File: src/rtl/ysyx_25060170_div_iter.sv
// Iterative radix-2 restoring divider for the RV64M execute stage.
// Computes DIV/DIVU/REM/REMU and their W variants. Each division produces one
// quotient bit per clock. Divide-by-zero and signed overflow are resolved at
// accept time.
//
// Ports:
//   clk, rst     clock; synchronous active-high reset
//   div_valid    request strobe, sampled only in IDLE
//   flush        abort any operation in flight; beats div_valid in IDLE
//   div_signed   1 = signed (DIV/REM[W]), 0 = unsigned
//   divw         1 = 32-bit word operation
//   div_op1      dividend
//   div_op2      divisor
//   out_valid    one-cycle completion pulse
//   quotient     registered quotient, held until the next completion
//   remainder    registered remainder, held until the next completion
module ysyx_25060170_div_iter #(
  parameter int unsigned XLEN = 64
) (
  input  logic            clk,
  input  logic            rst,
  input  logic            div_valid,
  input  logic            flush,
  input  logic            div_signed,
  input  logic            divw,
  input  logic [XLEN-1:0] div_op1,
  input  logic [XLEN-1:0] div_op2,
  output logic            out_valid,
  output logic [XLEN-1:0] quotient,
  output logic [XLEN-1:0] remainder
);

  localparam int unsigned CntW = $clog2(XLEN);

  typedef enum logic [1:0] {StIdle, StCalc, StDone} state_e;

  state_e state_q, state_d;

  logic [CntW-1:0] cnt_q;
  logic [XLEN-1:0] rem_q;   // partial remainder
  logic [XLEN-1:0] dvd_q;   // dividend shifts out at the top, quotient bits shift in at the bottom
  logic [XLEN-1:0] dvs_q;
  logic            q_neg_q, r_neg_q, divw_q;

  function automatic logic [XLEN-1:0] sext_w(input logic [XLEN-1:0] v);
    return {{(XLEN-32){v[31]}}, v[31:0]};
  endfunction

  // Operand preparation
  logic [XLEN-1:0] op_a, op_b, abs_a, abs_b, min_neg;
  logic            sa, sb, div_zero, overflow, special, accept;
  logic [XLEN-1:0] spec_q, spec_r;

  always_comb begin
    if (divw) begin
      op_a = div_signed ? sext_w(div_op1) : {{(XLEN-32){1'b0}}, div_op1[31:0]};
      op_b = div_signed ? sext_w(div_op2) : {{(XLEN-32){1'b0}}, div_op2[31:0]};
      min_neg = {{(XLEN-31){1'b1}}, 31'b0};
    end else begin
      op_a = div_op1;
      op_b = div_op2;
      min_neg = {1'b1, {(XLEN-1){1'b0}}};
    end
    sa       = div_signed & op_a[XLEN-1];
    sb       = div_signed & op_b[XLEN-1];
    abs_a    = sa ? -op_a : op_a;
    abs_b    = sb ? -op_b : op_b;
    div_zero = (op_b == '0);
    overflow = div_signed & (op_a == min_neg) & (op_b == '1);
    special  = div_zero | overflow;
    spec_q   = div_zero ? '1 : op_a;
    spec_r   = div_zero ? op_a : '0;
    if (divw) begin
      // Word results are always sign-extended from bit 31, unsigned ops included.
      spec_q = sext_w(spec_q);
      spec_r = sext_w(spec_r);
    end
    accept   = (state_q == StIdle) & div_valid & ~flush;
  end

  // One restoring step. The borrow out of the XLEN+1-bit subtraction tells
  // whether the shifted partial remainder was below the divisor.
  logic [XLEN:0]   rem_shift, rem_sub;
  logic            ge;
  logic [XLEN-1:0] rem_next, dvd_next, q_fin, r_fin;

  always_comb begin
    rem_shift = {rem_q, dvd_q[XLEN-1]};
    rem_sub   = rem_shift - {1'b0, dvs_q};
    ge        = ~rem_sub[XLEN];
    rem_next  = ge ? rem_sub[XLEN-1:0] : rem_shift[XLEN-1:0];
    dvd_next  = {dvd_q[XLEN-2:0], ge};
    q_fin     = q_neg_q ? -dvd_next : dvd_next;
    r_fin     = r_neg_q ? -rem_next : rem_next;
    if (divw_q) begin
      q_fin = sext_w(q_fin);
      r_fin = sext_w(r_fin);
    end
  end

  // State register
  always_ff @(posedge clk) begin
    if (rst) begin
      state_q <= StIdle;
    end else begin
      state_q <= state_d;
    end
  end

  // Next-state logic
  always_comb begin
    state_d = state_q;
    unique case (state_q)
      StIdle: if (accept) state_d = special ? StDone : StCalc;
      StCalc: if (cnt_q == '0) state_d = StDone;
      StDone: state_d = StIdle;
      default: state_d = StIdle;
    endcase
    if (flush) state_d = StIdle;
  end

  // Output logic
  always_comb begin
    out_valid = (state_q == StDone);
  end

  // Datapath and result registers
  always_ff @(posedge clk) begin
    if (rst) begin
      cnt_q     <= '0;
      rem_q     <= '0;
      dvd_q     <= '0;
      dvs_q     <= '0;
      q_neg_q   <= 1'b0;
      r_neg_q   <= 1'b0;
      divw_q    <= 1'b0;
      quotient  <= '0;
      remainder <= '0;
    end else if (accept) begin
      rem_q   <= '0;
      // Word dividends are left-aligned so the first step takes bit 31.
      dvd_q   <= divw ? {abs_a[31:0], {(XLEN-32){1'b0}}} : abs_a;
      dvs_q   <= abs_b;
      q_neg_q <= sa ^ sb;
      r_neg_q <= sa;
      divw_q  <= divw;
      cnt_q   <= divw ? CntW'(31) : CntW'(XLEN - 1);
      if (special) begin
        quotient  <= spec_q;
        remainder <= spec_r;
      end
    end else if ((state_q == StCalc) && !flush) begin
      rem_q <= rem_next;
      dvd_q <= dvd_next;
      if (cnt_q == '0) begin
        quotient  <= q_fin;
        remainder <= r_fin;
      end else begin
        cnt_q <= cnt_q - 1'b1;
      end
    end
  end

endmodule

File: config.mk
export PLATFORM = sky130hd
export DESIGN_NAME = ysyx_25060170_div_iter
export DESIGN_NICKNAME = d
export VERILOG_FILES = /design/src/rtl/ysyx_25060170_div_iter.sv
export SDC_FILE = /design/constraint.sdc
export NUM_CORES = 1
export LEC_CHECK = 0
export BUFFER_PORTS_ARGS = -buffer_cell sky130_fd_sc_hd__buf_4
export CAP_MARGIN = 10
export CORE_UTILIZATION = 44
export DETAILED_ROUTE_END_ITERATION = 16
export HOLD_SLACK_MARGIN = 0.02
export SYNTH_ARGS = -nofsm -noshare
export SYNTH_HDL_FRONTEND = slang
export SYNTH_SLANG_ARGS = --single-unit
File: constraint.sdc
create_clock -name clk -period 16.5 [get_ports clk]
set_input_delay 2.475 -clock clk [delete_from_list [all_inputs] [get_ports clk]]
set_output_delay 2.475 -clock clk [all_outputs]
set_load 0.03 [all_outputs]
## After elaboration in Yosys (flattened, before gate mapping)

Cells that the tools add are included.

| storage, ports and cells | value |
|---|---|
| register bits after elaboration | 331 |
| input port bits | 134 |

| operators by class | value |
|---|---|
| add/subtract/negate cells | 6 |
| equality and inequality tests | 8 |
| multiplexer cells | 35 |
| bitwise logic cells | 10 |
| reductions and logical operators | 12 |

Operators by type and width:

| kind | count |
|---|---|
| 64-bit two-way mux | 26 |
| 64-bit negation | 4 |
| 65-bit by 64-bit subtractor with 65-bit output | 1 |
| 64-bit == test | 1 |
| 64-bit == test, second input constant | 1 |
| 64-bit zero test | 1 |
| 63-bit two-way mux | 1 |
| 6-bit two-way mux | 4 |
| 2-bit inequality test, second input constant | 4 |
| 1-bit AND | 6 |
| 6-bit zero test | 1 |
| 2-bit two-way mux | 3 |
| 6-bit by 1-bit subtractor with 6-bit output, second input constant | 1 |
| 2-bit one-hot mux with 2 select lines | 1 |
| 2-bit AND reduction | 2 |
| 2-bit nonzero test | 2 |
| 2-bit OR reduction | 2 |
| 3-bit AND reduction | 1 |
| 2-bit by 1-bit == test with 1-bit output, second input constant | 1 |
| 2-bit == test, second input constant | 1 |
| 2-bit zero test | 1 |
| 1-bit NOT | 2 |
| 1-bit logical AND | 1 |
| 1-bit zero test | 1 |
| 2 further kinds | 2 |

## Depth between registers and ports, before layout

Gate-level depths: netlist of the first run.

| depth | value |
|---|---|
| depth after elaboration | 9 |
| mapped depth | 28 |
| mapped depth without buffers | 23 |

## Worst setup path after synthesis of the first run

Ideal clock, no wire load.

| timing | value |
|---|---|
| path type | register -> register |
| start point | register dvd_q[63] |
| end point | register quotient[50] |
| setup time | 0.117 ns |
| data arrival time | 5.801 ns |
| required time | 16.383 ns |
| path slack | 10.582 ns |
| cell stages (with the launch flop) | 28 |
| clock period less this slack | 5.918 ns |
| path through | dfxtp_1 -> inv_1 -> ha_1 -> fa_1 -> nand2b_1 -> a21oi_2 -> o21ai_4 -> a2111oi_4 -> o31ai_1 -> o211a_1 -> buf_6 -> inv_4 -> buf_2 -> clkbuf_1 -> clkbuf_1 -> clkbuf_1 -> ha_1 -> nand2b_1 -> nor2_1 -> nand3_1 -> or3b_1 -> or3_1 -> or3_1 -> o21ai_1 -> o21ai_0 -> xnor2_1 -> o21ai_0 -> a22o_1 |

| between the ends | value |
|---|---|
| longest elaborated chain between the ends | 8 |

RTL lines:

| what | RTL line | source |
|---|---|---|
| start, declared | 41 | `logic [XLEN-1:0] dvd_q;` |
| start signal, assigned | 142 | `dvd_q <= divw ? {abs_a[31:0], {(XLEN-32){1'b0}}} : abs_a;` |
| start signal, assigned | 154 | `dvd_q <= dvd_next;` |
| 65-bit by 64-bit subtractor with 65-bit output | 89 | `rem_sub = rem_shift - {1'b0, dvs_q};` |
| 1-bit NOT | 90 | `ge = ~rem_sub[XLEN];` |
| 64-bit negation | 93 | `q_fin = q_neg_q ? -dvd_next : dvd_next;` |
| 64-bit two-way mux | 93 |  |
| 64-bit two-way mux | 95 | `if (divw_q) begin` |
| 64-bit two-way mux | 155 | `if (cnt_q == '0) begin` |
| 64-bit two-way mux | 152 | `end else if ((state_q == StCalc) && !flush) begin` |
| 64-bit two-way mux | 139 | `end else if (accept) begin` |
| end signal, assigned | 149 | `quotient <= spec_q;` |
| end signal, assigned | 156 | `quotient <= q_fin;` |
| end, declared | 29 | `output logic [XLEN-1:0] quotient,` |

No other way between the ends. The select of a mux whose other input is x is not followed.
A chain may end at the register's enable or synchronous reset.

## Worst setup path after layout of the first run

| timing | value |
|---|---|
| start point | input port divw |
| end point | register remainder[61] |

| between the ends | value |
|---|---|
| longest elaborated chain between the ends | 7 |
| elaborated cells on any way between the ends | 15 |
| classes of those cells | eq/ne (3); mux (7); bitwise (3); reduce/logical (2) |

RTL lines:

| what | RTL line | source |
|---|---|---|
| start, declared | 25 | `input logic divw,` |
| 64-bit two-way mux / 63-bit two-way mux (equally long branches) | 55 | `if (divw) begin` |
| 64-bit == test | 69 | `overflow = div_signed & (op_a == min_neg) & (op_b == '1);` |
| 1-bit AND (2 in a row) | 69 |  |
| 1-bit bitwise OR | 70 | `special = div_zero \| overflow;` |
| 2-bit inequality test (no line) | -- |  |
| 3-bit AND reduction (no line) | -- |  |
| end signal, assigned | 150 | `remainder <= spec_r;` |
| end signal, assigned | 157 | `remainder <= r_fin;` |
| end, declared | 30 | `output logic [XLEN-1:0] remainder` |

Several ways; a longest one is shown, not always the timed one. The select of a mux whose other input is x is not followed.

==> results.cfg, run 1 <==
[detailed_routing]
initialDrtViolationCount = 3763
antenna_left = 0
drc = 0
dr.pass1.iters = 8
vias_per_cell = 6.48
wl_per_cell_um = 25.2
vias = 30300
totalWireLength_um = 118000

[logic_synthesis]
synth_top_area_share_pct = 24.6
synth_area_per_cell_um2 = 7.10
ys_seq_area_share_pct = 24.6
synth-edff-count = 0
synth_ff_type = dfxtp_1
syn_inst = 3791
synth_fp_nets = 3997
syn_area_mm2 = 0.0269
synth-async-reset-ratio_pct = 0
yosys.area.top_type = dfxtp_1
ys_ff_latch = 331
synth.distinct_cells = 102
synth_area_leaders = dfxtp_1 25%, nor2_1 6.9%, nand2_1 5.9%, a21oi_1 5.7%, xnor2_1 4.4%
yosysWarningCount = 0

[worst_setup_path]
crit_fanout = 69
startpoint = divw
cp-endpoint = remainder[61]
rr_endpoint = quotient[56]
worstReg2RegStart = dvd_q[63]
worstSetupStartpointType = input port
cp.required_ns = 16.97
ff2ff_setup_slack_ns = 9.14
cp.arrival_ns = 8.19
criticalPathCategory = in2reg
crit_path_end_kind = flip-flop
worst-r2r-cell-count = 24

[clocking]
cts_sinks = 331
cts_buffers = 40
clock_latency_ns = 0.59
cts-root-buf = clkbuf_16
htreeDepth = 2
cts_resized = 0
cts_tree = done
hold_buffers = 0
cts_setup_buffers = 0
cts.clk_slew.worst_paths_ns = 0.06
clockBufferDepth = 3

[sta]
hold_violations = 0
finalCritPeriodShare_pct = 46.8
fin_setup_tns_ns = 0
slew_headroom_pct = 21.3
worst_slack_ns = 8.77
setup_viol_count_final = 0
clock_skew_ns = 0.0178
finalMaxSlewViolations = 0
tightestPinTransition_ns = 1.15
min_period_ns = 7.73
rsz0062_at_grt = no
max_clock_freq_mhz = 129

[finish]
drive_gt1_share_pct = 11.5
post-route-util_pct = 50.5
area_delta_synth_final_pct = 13.3
layout.nets = 4075
fin_area_mm2 = 0.0305

[die]
io_pins = 263
placementRows = 90
initial_utilization_pct = 44.6
die_w_um = 249
die_y_um = 249
core_mm2 = 0.0604
dieArea_mm2 = 0.0622

[global_route]
track_usage_pct = 36.4
grt_overflow_total = 0
grt_pass1_wl_um = 174000
grt_max_degree = 122
grt_pass1_vias = 26700
antenna_found_initial = 3

[run]
cap_violations = 0

[power_and_ir_drop]
powerDensity_mw_per_mm2 = 94.4
ir_drop_mv = 0.0619
leakagePower_nw = 11.5
total_power_mw = 2.88

[hold_path]
hp-class = reg2reg

[place]
dp_hpwl_um = 90900
postPlaceCellArea_mm2 = 0.0292
pre_cts_ws_ns = 8.26
gp_congestion = 1.02
port_buffers = 262

[run_status]
status = finished clean
kinds of logic (layout without fill, tap and decap cells):
kind of cell / count (synthesis) / count (layout) / share of synthesized area [%]
AOI/OAI and AO/OA: 1205 / 1205 / 29.9
other: 0 / 3 / 0
DFF: 331 / 331 / 24.6
muxes: 55 / 55 / 2.11
adders and majority gates: 72 / 72 / 3.38
buffers and inverters: 370 / 475 / 5.46
and+or+nand+nor: 1518 / 1518 / 26.7
xor gates and xnor gates: 240 / 240 / 7.81
worst min path at each step:
stage	slack, ns	end	startpoint	cells after the start
after detailed placement	0.43	quotient[31]	quotient[31]	2
after CTS	0.44	quotient[31]	quotient[31]	2
after floorplan	0.43	dvs_q[32]	dvs_q[32]	2
final	0.44	quotient[31]	quotient[31]	2
after global placement	0.43	quotient[31]	quotient[31]	2
after global routing	0.47	quotient[31]	quotient[31]	2
layer usage:
| layer | part of all wire (%) | up-vias | track usage, % |
|---|---|---|---|
| li1 | - | 14200 | - |
| met5 | 0.011 | - | 0 |
| met1 | 44 | 14300 | 52.8 |
| met3 | 10 | 197 | 6.87 |
| met2 | 42 | 1622 | 53.6 |
| met4 | 3.3 | 2 | 12.1 |
through the flow:
step | cells | hold WS [ns]
2_1_floorplan | 3791 | 0.432
4_1_cts | 4678 | 0.440
3_3_place_gp | 4609 | 0.428
5_1_grt | 4678 | 0.469
3_5_place_dp | 4609 | 0.432
6_report | 4681 | 0.437
flip-flops by register name, summed over array words and instances (netlist names):
name,cells
remainder,64
rem_q,64
r_neg_q,1
state_q,2
cnt_q,6
q_neg_q,1
dvd_q,64
dvs_q,64
divw_q,1
quotient,64
area by class of cell:
| type | instances | area [um2] |
|---|---|---|
| Fill cell | 6179 | 29900 |
| Timing Repair Buffer | 302 | 2290 |
| Inverter | 104 | 393 |
| Antenna cell | 3 | 7.51 |
| Clock buffer | 53 | 1130 |
| Clock inverter | 16 | 201 |
| Sequential cell | 331 | 6630 |
| Tap cell | 782 | 978 |
| Multi-Input combinational cell | 3090 | 18900 |
cell usage after synthesis, types with 23 or more instances:
| library cell | n |
|---|---|
| nand2b_1 | 25 |
| dfxtp_1 | 331 |
| nor4_1 | 64 |
| a211oi_1 | 145 |
| xor2_1 | 104 |
| o21ai_0 | 232 |
| a221oi_1 | 38 |
| o211ai_1 | 30 |
| a21oi_1 | 306 |
| a31oi_1 | 48 |
| nand3_1 | 58 |
| buf_2 | 39 |
| nand2_1 | 421 |
| a21o_1 | 23 |
| and3_1 | 33 |
| mux2i_1 | 45 |
| o31ai_1 | 53 |
| ha_1 | 71 |
| clkbuf_1 | 200 |
| a22o_1 | 26 |
| xnor2_1 | 136 |
| a311oi_1 | 51 |
| and2_1 | 25 |
| nand4_1 | 59 |
| o21a_1 | 28 |
| nor2_1 | 497 |
| or4_1 | 35 |
| or3_1 | 51 |
| nor3_1 | 144 |
| inv_1 | 102 |
critical path, cell delays in order:
cell       delay, ns
buf_4           0.29
or4_1           0.65
nor4_1          0.30
a31oi_1         0.20
or4b_1          0.69
nand2_1         0.57
a21oi_1         0.22
a21oi_4         0.15
buf_4           0.42
buf_4           0.68
and3_1          0.90
o2111ai_1       0.22
a211o_1         0.34
report_power, final:
part / total, mW / internal, mW / switching, mW
Clock: 0.917 / 0.531 / 0.386
Combinational: 1.07 / 0.346 / 0.723
Sequential: 0.894 / 0.846 / 0.0489
layout by cell type, fill, tap and decap left out, types with 102 or more instances in the layout:
| cell type | Yosys | routed |
|---|---|---|
| a211oi_1 | 145 | 145 |
| a21oi_1 | 306 | 305 |
| nor2_1 | 497 | 491 |
| xor2_1 | 104 | 104 |
| o21ai_0 | 232 | 231 |
| nand2_1 | 421 | 421 |
| buf_4 | 2 | 300 |
| nor3_1 | 144 | 144 |
| xnor2_1 | 136 | 136 |
| dfxtp_1 | 331 | 330 |
| inv_1 | 102 | 102 |
Note: power is estimated with default switching activity, not from simulation.
==> run 2, diff against run 1 <==
Settings changed: ABC_AREA set to 1.
Clock period 16.5 ns to 8 ns, I/O delays scaled along.
==> results.cfg, run 2 <==
[logic_synthesis]
synth_top_area_share_pct = 22.9
synth-async-reset-ratio_pct = 0
synth-edff-count = 0
syn_inst = 5041
ys_ff_latch = 331
synth.most_common_cell = nand2_1
synth_area_leaders = dfxtp_1 23%, nand2_1 18%, inv_1 10%, nor2_1 6.4%, a21oi_1 6.2%
synth_area_per_cell_um2 = 5.74
synth_common_cells = 1386 x nand2_1, 806 x inv_1, 490 x nor2_1, 361 x a21oi_1, 339 x o21ai_0
yosysWarningCount = 0
ys_seq_area_share_pct = 22.9
synth_fp_nets = 5247
synth_ff_type = dfxtp_1
yosys.area.top_type = dfxtp_1
synth.distinct_cells = 66
syn_area_mm2 = 0.0289

[finish]
antenna_cells = 0
mostFrequentLayoutCells = 1385 x nand2_1, 802 x inv_1, 483 x nor2_1
layout_commonest_cell = nand2_1
layout.nets = 5380
fillers = 7122
area_delta_synth_final_pct = 13.4
fin_area_mm2 = 0.0328
drive_gt1_share_pct = 9.70

[hold_path]
hold-path-cell-count = 2
hold_path_end = dvs_q[61]
min-delay-start = dvs_q[61]
hp-class = reg2reg

[worst_setup_path]
worstSetupStartpointType = input port
critical_path.cell_chain = buf_4 -> nand3_1 -> o21ai_0 -> nor4_1 -> nand4_1 -> nor4_1 -> nand3_2 -> nand2_1 -> inv_1 -> nand2_1 -> nand2_2 -> inv_4 -> buf_12 -> o311ai_0 -> o211ai_1 -> inv_1
criticalPathCategory = in2reg
worst-path-buf-inv = 5
worstReg2RegStart = dvd_q[63]
crit_family = simple AND/OR/NAND/NOR gates
cp.required_ns = 8.50
crit_fanout = 71
rr_endpoint = quotient[56]
worst-r2r-cell-count = 39
cpPeakStageDelay_ns = 0.71
crit_path_end_kind = flip-flop
cp.arrival_ns = 6.28
ff2ff_setup_slack_ns = 2.27
cp_slowest_cell = nand3_1

[global_route]
grt_max_degree = 91
track_usage_pct = 38.6
grt_pass1_vias = 30600
grt_pass1_wl_um = 195000
antenna_found_initial = 4
grt_overflow_total = 0

[detailed_routing]
dr.pass1.iters = 7
vias_per_cell = 5.64
vias = 34200
antenna_left = 0
drc = 0
wl_per_cell_um = 22.0
initialDrtViolationCount = 4016
totalWireLength_um = 133000

[clocking]
cts-root-buf = clkbuf_16
clockBufferDepth = 3
hold_buffers = 0
cts_sinks = 331
cts_tree = done
cts_setup_buffers = 0
cts_buffers = 43
cts.clk_slew.worst_paths_ns = 0.06
cts_resized = 0
htreeDepth = 2
clock_latency_ns = 0.61

[sta]
hold_slack_ns = 0.448
tightestPinTransition_ns = 1.19
max_clock_freq_mhz = 173
hold_violations = 0
rsz0062_at_grt = no
setup_viol_count_final = 0
min_period_ns = 5.78
finalMaxSlewViolations = 0
finalCritPeriodShare_pct = 72.3
worst_slack_ns = 2.22
fin_setup_tns_ns = 0
slew_headroom_pct = 19.7
clock_skew_ns = 0.0373

[die]
dieArea_mm2 = 0.0668
die_w_um = 258
io_pins = 263
placementRows = 93
initial_utilization_pct = 44.7
core_mm2 = 0.0647
die_y_um = 258

[power_and_ir_drop]
leakagePower_nw = 16.8
powerDensity_mw_per_mm2 = 207
ir_drop_mv = 0.206

[run]
cap_violations = 0

[place]
dp_hpwl_um = 106000
port_buffers = 262
postPlaceCellArea_mm2 = 0.0314
pre_cts_ws_ns = 1.72
gp_congestion = 1.03

[run_status]
status = finished clean
==> run 2: changes by cell type after synthesis, sizes merged, moves of 50 or more <==
cell / previous run / this run
or3: 54 / 1
a21oi: 311 / 365
o21ai: 249 / 366
nand2: 421 / 1437
xnor2: 136 / 40
nand3: 58 / 279
nor3: 146 / 88
a311oi: 51 / 1
inv: 103 / 822
a211oi: 147 / 2
==> run 2: layout make-up <==
class                      instances  area (um2)  area share (%)
clock buffer                      55        1190            3.63
clock inverter                    24         273           0.831
sequential                       331        6630            20.2
multi-input combinational       3677       18300            55.9
inverter                         828        3110            9.49
tap                              855        1070            3.26
timing repair buffer             293        2210            6.74
==> run 2: how the worst max path moves through the flow <==
| stage | endpoint | from | depth (start not counted) |
|---|---|---|---|
| 2_1_floorplan | quotient[56] | dvd_q[63] | 41 |
| 3_3_place_gp | quotient[5] | divw | 16 |
| 3_5_place_dp | quotient[5] | divw | 16 |
| 4_1_cts | quotient[5] | divw | 16 |
| 5_1_grt | quotient[56] | dvd_q[63] | 39 |
| 6_report | quotient[5] | divw | 16 |
==> run 2: logic make-up after synthesis <==
kind of cell	synth area share, %
and+or+nand+nor	36.5
buffers and inverters	13.9
AOI/OAI and AO/OA	19.3
DFF	22.9
xor gates and xnor gates	4.24
adders and majority gates	3.14
==> run 2: layer usage <==
metal / vias to the layer above / share of wire, % / GRT usage, %
met1: 15700 / 44 / 54.6
met3: 231 / 11 / 8.68
met5: - / 0.16 / 1.42
li1: 16500 / - / -
met4: 14 / 3.7 / 13.6
met2: 1709 / 41 / 56.8
==> run 2: power by group <==
group	leakage [nW]	total (mW)	internal, mW	switching (mW)
clock network	0.722	2.05	1.19	0.855
logic	13.4	2.91	0.803	2.11
registers	2.70	1.85	1.75	0.103
==> run 2: metrics by stage <==
step                util (%)  instances  total power [mW]
floorplan                  -       5041              3.75
global placement        48.5       5984              4.71
detailed placement      48.5       5984              4.70
CTS                     50.7       6063              6.74
global route            50.7       6063              7.15
finish                  50.7       6063              6.81
==> run 2: tightest hold or removal path, cell delays in order (launching register included) <==
cell and delay (ns):
dfxtp_1 0.30, nand2_1 0.06, nand2_1 0.04
